[config.mk]
export PLATFORM = sky130hd
export DESIGN_NAME = wb_arbiter
export DESIGN_NICKNAME = d
export VERILOG_FILES = /design/src/rtl/wb_arbiter.sv
export SDC_FILE = /design/constraint.sdc
export NUM_CORES = 1
export LEC_CHECK = 0
export BUFFER_PORTS_ARGS = -buffer_cell sky130_fd_sc_hd__buf_2
export CAP_MARGIN = 15
export CORE_ASPECT_RATIO = 1.25
export CORE_UTILIZATION = 30
export DETAILED_ROUTE_END_ITERATION = 8
export GPL_TIMING_DRIVEN = 1
export PLACE_DENSITY_LB_ADDON = 0.2
export SLEW_MARGIN = 10
export SYNTH_ARGS = -nofsm -noshare
export SYNTH_HDL_FRONTEND = slang
export SYNTH_SLANG_ARGS = --single-unit
[constraint.sdc]
create_clock -name clk -period 2.5 [get_ports clk]
set_input_delay 0.125 -clock clk [delete_from_list [all_inputs] [get_ports clk]]
set_output_delay 0.125 -clock clk [all_outputs]
set_load 0.05 [all_outputs]
[src/rtl/wb_arbiter.sv]
// wb_arbiter: four-requester write arbiter with a registered one-cycle grant path.
//
// Each rising edge, one requester is picked from req. A requester is not eligible
// if its gnt bit is high in the current cycle. Nobody is picked while stall is high.
// The winner's destination select and write data are registered onto out_sel and
// out_data. gnt and out_en pulse for one cycle. dst_en is the one-hot decode of
// out_sel, gated by out_en.
//
// Configuration macro: WB_ARB_RR_EN
//   defined   -> round-robin arbitration with a 2-bit pointer
//   undefined -> fixed priority, requester 0 highest
//
// Ports:
//   clk       rising-edge clock
//   rst       synchronous active-high reset
//   req[3:0]  per-requester write request
//   dst[11:0] 3-bit destination select per requester
//   wdata     DW-bit write data per requester
//   stall     suppresses new grants
//   gnt       registered one-hot grant pulse
//   out_en    registered, high in the cycle a grant is issued
//   out_sel   registered destination select of the winner (held when idle)
//   out_data  registered write data of the winner (held when idle)
//   dst_en    registered one-hot decode of out_sel, gated by out_en
module wb_arbiter #(
  parameter int unsigned DW = 32
) (
  input  logic            clk,
  input  logic            rst,
  input  logic [3:0]      req,
  input  logic [11:0]     dst,
  input  logic [4*DW-1:0] wdata,
  input  logic            stall,
  output logic [3:0]      gnt,
  output logic            out_en,
  output logic [2:0]      out_sel,
  output logic [DW-1:0]   out_data,
  output logic [7:0]      dst_en
);

  logic [3:0]    gnt_q;
  logic          out_en_q;
  logic [2:0]    out_sel_q;
  logic [DW-1:0] out_data_q;
  logic [7:0]    dst_en_q;

  logic [3:0] elig;
  logic       found;
  logic [1:0] win;
  logic       grant;
  logic [2:0] win_sel;

  // The current grant doubles as the mask, so a requester cannot win twice in a row.
  assign elig = req & ~gnt_q;

`ifdef WB_ARB_RR_EN
  logic [1:0] ptr_q;

  // Search order starts at the pointer and wraps through the other requesters.
  always_comb begin
    logic [1:0] idx;
    found = 1'b0;
    win   = 2'd0;
    for (int k = 0; k < 4; k++) begin
      idx = ptr_q + 2'(k);
      if (!found && elig[idx]) begin
        found = 1'b1;
        win   = idx;
      end
    end
  end

  // The pointer moves only on a real grant, so stall leaves it unchanged.
  always_ff @(posedge clk) begin
    if (rst) begin
      ptr_q <= 2'd0;
    end else if (grant) begin
      ptr_q <= win + 2'd1;
    end
  end
`else
  // Fixed priority: the lowest index wins.
  always_comb begin
    found = 1'b0;
    win   = 2'd0;
    for (int k = 3; k >= 0; k--) begin
      if (elig[k]) begin
        found = 1'b1;
        win   = 2'(k);
      end
    end
  end
`endif

  assign grant   = found && !stall;
  assign win_sel = dst[3*int'(win) +: 3];

  always_ff @(posedge clk) begin
    if (rst) begin
      gnt_q      <= 4'd0;
      out_en_q   <= 1'b0;
      out_sel_q  <= 3'd0;
      out_data_q <= '0;
      dst_en_q   <= 8'd0;
    end else if (grant) begin
      gnt_q      <= 4'd1 << win;
      out_en_q   <= 1'b1;
      out_sel_q  <= win_sel;
      out_data_q <= wdata[DW*int'(win) +: DW];
      dst_en_q   <= 8'd1 << win_sel;
    end else begin
      // out_sel and out_data hold their last values.
      gnt_q    <= 4'd0;
      out_en_q <= 1'b0;
      dst_en_q <= 8'd0;
    end
  end

  assign gnt      = gnt_q;
  assign out_en   = out_en_q;
  assign out_sel  = out_sel_q;
  assign out_data = out_data_q;
  assign dst_en   = dst_en_q;

endmodule

## Word-level counts from Yosys, hierarchy flattened

Cells that the tools add are included.
Widths: inputs -> output; s select.

| operators by class | value |
|---|---|
| reductions and logical operators | 3 |
| shift-type cells | 4 |
| muxes and demuxes | 9 |
| bitwise gates (word level) | 3 |
| $mul | 1 |

Operator list:

| kind | count |
|---|---|
| $shiftx 128x8->32 | 1 |
| $shiftx 12x5->3 | 1 |
| $mux 2 | 4 |
| $shl 1x3->8 const A | 1 |
| $mux 1 | 5 |
| $and 4x4->4 | 1 |
| $mul 2x2->4 const A | 1 |
| $not 4->4 | 1 |
| $shl 1x2->4 const A | 1 |
| $reduce_or 2->1 | 1 |
| $logic_and 1x1->1 | 1 |
| $logic_not 1->1 | 1 |
| $not 1->1 | 1 |

| storage, ports and cells | value |
|---|---|
| flip-flop bits (word level) | 48 |

## Depth between registers and ports, before layout

| logic depth | value |
|---|---|
| depth after elaboration | 9 |
| mapped depth | 7 |

## Worst setup path after synthesis

No wires, ideal clock.

| timing path | value |
|---|---|
| kind | register to register |
| start | register gnt_q[0] (netlist: gnt[0]) |
| end | register out_sel_q[2] (netlist: out_sel[2]) |
| setup time | 0.119 ns |
| stages on the path, launching flop included | 8 |
| data arrival time | 1.755 ns |
| buffers on the path | 2 |
| slack | 0.626 ns |
| cell sequence | dfxtp_1 -> nor2b_4 -> buf_6 -> a211oi_2 -> buf_4 -> mux2i_1 -> o22a_1 -> nand2_1 |

| between the ends | value |
|---|---|
| longest elaborated chain between the ends | 5 |

RTL lines:

| what | RTL line | RTL |
|---|---|---|
| from (decl) | 41 | `logic [3:0] gnt_q;` |
| from (signal assigned) | 106 | `gnt_q <= 4'd1 << win;` |
| $not 4->4 * | 54 | `assign elig = req & ~gnt_q;` |
| $and 4x4->4 * | 54 |  |
| $mux 2 | 87 | `if (elig[k]) begin` |
| $mul 2x2->4 | 96 | `assign win_sel = dst[3*int'(win) +: 3];` |
| $shiftx 12x5->3 | 96 |  |
| to (signal assigned) | 108 | `out_sel_q <= win_sel;` |
| to (decl) | 43 | `logic [2:0] out_sel_q;` |

Every way passes the cells marked *; elsewhere a longest branch is shown, timed or not.
A chain may end at the register's enable or synchronous reset.

## Final worst setup path

| timing path | value |
|---|---|
| start | register gnt_q[3] (netlist: gnt[3]) |
| end | register out_data_q[6] (netlist: out_data[6]) |

| between the ends | value |
|---|---|
| longest elaborated chain between the ends | 7 |

RTL lines:

| what | RTL line | RTL |
|---|---|---|
| $not 4->4 * | 54 |  |
| $and 4x4->4 * | 54 |  |
| $mux 2 / $mux 1 (equally long branches) (4 in series) | 87 |  |
| $shiftx 128x8->32 / $logic_and 1x1->1 (equally long branches) | 109, 95 |  |
| to (signal assigned) | 109 | `out_data_q <= wdata[DW*int'(win) +: DW];` |
| to (decl) | 44 | `logic [DW-1:0] out_data_q;` |

Marked as above.

==> impl_metrics.py <==
metrics = {
    "yosys": {
        "synth_seq_cells": 48,
        "synth_warnings": 0,
        "syn_nets": 402,
        "synth_seq_area_share_pct": 38.2,
        "synth.avg_cell_area_sq_um": 9.85,
        "postSynthCellCount": 255,
        "syn_area_sq_um": 2510,
        "ys_types": 28,
    },
    "final_layout": {
        "num-nets-final": 590,
        "final_cell_mix": "buf_2 (194), mux2i_1 (70), dfxtp_1 (48), nand2_1 (41), o221ai_1 (34)",
        "fillers": 805,
        "final_common_cell": "buf_2",
        "post-route-util_pct": 46.1,
        "syn_to_final_growth_pct": 46.3,
        "drive_above_1_share_pct": 48.2,
    },
    "clocking": {
        "cts_buffer_depth": 2,
        "cts_tree": "yes",
        "post_cts_buffers": 0,
        "htreeDepth": 2,
        "insertion_delay_ns": 0.30,
        "clk_pin_slew_ns": 0.09,
        "holdBufCountCts": 0,
        "root_buffer": "clkbuf_8",
        "post_cts_resized": 0,
        "cts_sinks": 48,
        "cts_buffers": 5,
    },
    "run_status": {
        "violations": "DRC",
        "status": "finished with violations",
    },
    "sta": {
        "slew-limit-headroom_pct": 66.6,
        "setup_tns_ns": 0,
        "max_freq_mhz": 520,
        "worst_hold_slack_ns": 0.0648,
        "finalSetupViolCount": 0,
        "rsz0062_at_grt": "false",
        "clock_skew_ns": 0.00362,
        "tightest_slew_ns": 0.495,
        "hold_viol": 0,
        "period_share_pct": 76.9,
        "drv_slew": 0,
        "min_period_ns": 1.92,
    },
    "setup_path": {
        "crit_required_ns": 2.67,
        "worst-setup-path-type": "reg2reg",
        "critPathLaunchType": "flop",
        "reg2reg_depth": 5,
        "arrival_ns": 2.09,
        "endpoint_kind": "flop",
        "worstPathMaxFanout": 38,
    },
    "pwr": {
        "clock_power_share_pct": 27.9,
        "intPower_w": 0.00136,
        "p_leak_nw": 1.76,
        "p_per_area_nw_per_um2": 563,
        "combPwrFrac_pct": 31.1,
        "power_switching_w": 0.000710,
        "p_seq_share_pct": 41.0,
        "ir_drop_uv": 297,
        "swShare_pct": 34.3,
    },
    "die": {
        "initial_core_util_pct": 31.5,
        "fp.dieH_microns": 104,
        "pin_count": 195,
        "dieArea_sq_um": 8750,
        "rows": 36,
        "die_w_microns": 83.9,
        "core_sq_um": 7970,
    },
    "detailed_routing": {
        "postRouteAntennaNets": 0,
        "vias": 2710,
        "drc": 28,
        "drt_first_pass_iters": 6,
        "dr.first_iter.drc_count": 83,
        "wl_per_cell_microns": 14.2,
        "via_per_inst": 5.02,
        "totalWireLength_microns": 7660,
    },
    "min_path": {
        "hold_path_depth": 2,
        "hp-class": "in2reg",
    },
    "placed_design": {
        "hpwl_microns": 5880,
        "place_congestion": 0.727,
        "portBuffers": 194,
    },
    "global_route": {
        "antenna_found_initial": 2,
        "grt_pass1_vias": 2817,
        "grt_max_degree": 39,
        "grt_overflow": 0,
        "grt_usage_pct": 17.7,
        "grt_first_pass_wirelength_microns": 12700,
    },
    "job": {
        "max_cap_viol_count": 0,
    },
}
==> power by group through the flow <==
stage / clock, W / combinational (W) / sequential (W)
floorplan: 0 / 0.000232 / 0.00107
global placement: 0 / 0.000643 / 0.000865
detailed placement: 0 / 0.000652 / 0.000865
CTS: 0.000604 / 0.000652 / 0.000849
global route: 0.000629 / 0.000693 / 0.000856
finish: 0.000577 / 0.000644 / 0.000848
==> critical path: stages (launching register included) <==
cell and delay (ns):
dfxtp_1 0.32, nand2b_1 0.26, a211oi_4 0.49, buf_12 0.30, mux2i_1 0.24, o221ai_1 0.14
==> through the flow <==
stage / area, sq um / cells / setup slack, ns / total power (W)
finish: 3670 / 540 / 0.577 / 0.00207
floorplan: 2510 / 255 / 0.626 / 0.00130
CTS: 3670 / 539 / 0.589 / 0.00210
global route: 3670 / 540 / 0.462 / 0.00218
detailed placement: 3560 / 531 / 0.591 / 0.00152
global placement: 3560 / 531 / 0.634 / 0.00151
==> sequential cells by signal, indices dropped and copies added, names as in the netlist <==
register	cells
out_sel	3
out_data	32
gnt	4
out_en	1
dst_en	8
==> logic make-up after synthesis <==
logic type      share of synthesized area (%)
simple gates                             11.7
compound gates                           17.2
buf+inv                                  4.98
flops                                    38.2
mux                                      27.9
==> path summary, 6_finish.rpt <==
path              start          end  slack, ns
min reg2reg  out_sel[2]   out_sel[2]       0.45
max reg2reg      gnt[3]  out_data[6]       0.58
max              gnt[3]  out_data[6]       0.58
min               stall       out_en       0.06
==> routing by layer <==
layer	track usage [%]	vias up	wire (microns)
met2	33.6	127	3890
met3	5.00	9	645
met4	5.17	0	126
met1	18.7	1234	3000
met5	0	-	0
li1	-	1340	-
==> synthesized netlist by cell type, drive strengths merged <==
cell type,count,area (sq um)
a211oi,1,12.5
a21oi,3,15.0
a2bb2oi,2,17.5
a311oi,1,8.76
a31oi,1,6.26
a32oi,1,16.3
a41oi,1,8.76
and2b,1,7.51
buf,13,98.8
clkbuf,6,22.5
dfxtp,48,961
inv,1,3.75
mux2i,70,701
nand2,41,154
nand2b,4,25.0
nor2,13,48.8
nor2b,2,20.0
nor3,3,15.0
o21ai,1,5.00
o221ai,34,298
o22a,1,8.76
o2bb2ai,2,17.5
o311ai,2,17.5
or3,1,6.26
or3b,2,17.5
==> final cells by class <==
| class | count | area [sq um] | area share, % |
|---|---|---|---|
| inverters | 1 | 3.75 | 0.102 |
| clock buffers | 5 | 68.8 | 1.87 |
| diodes | 1 | 2.50 | 0.0681 |
| well taps | 95 | 119 | 3.23 |
| flip-flops and latches | 48 | 961 | 26.1 |
| multi-input cells | 187 | 1440 | 39.1 |
| repair buffers | 200 | 1040 | 28.3 |
| clock inverters | 3 | 42.5 | 1.16 |
Power figures use the tool's default switching activity.
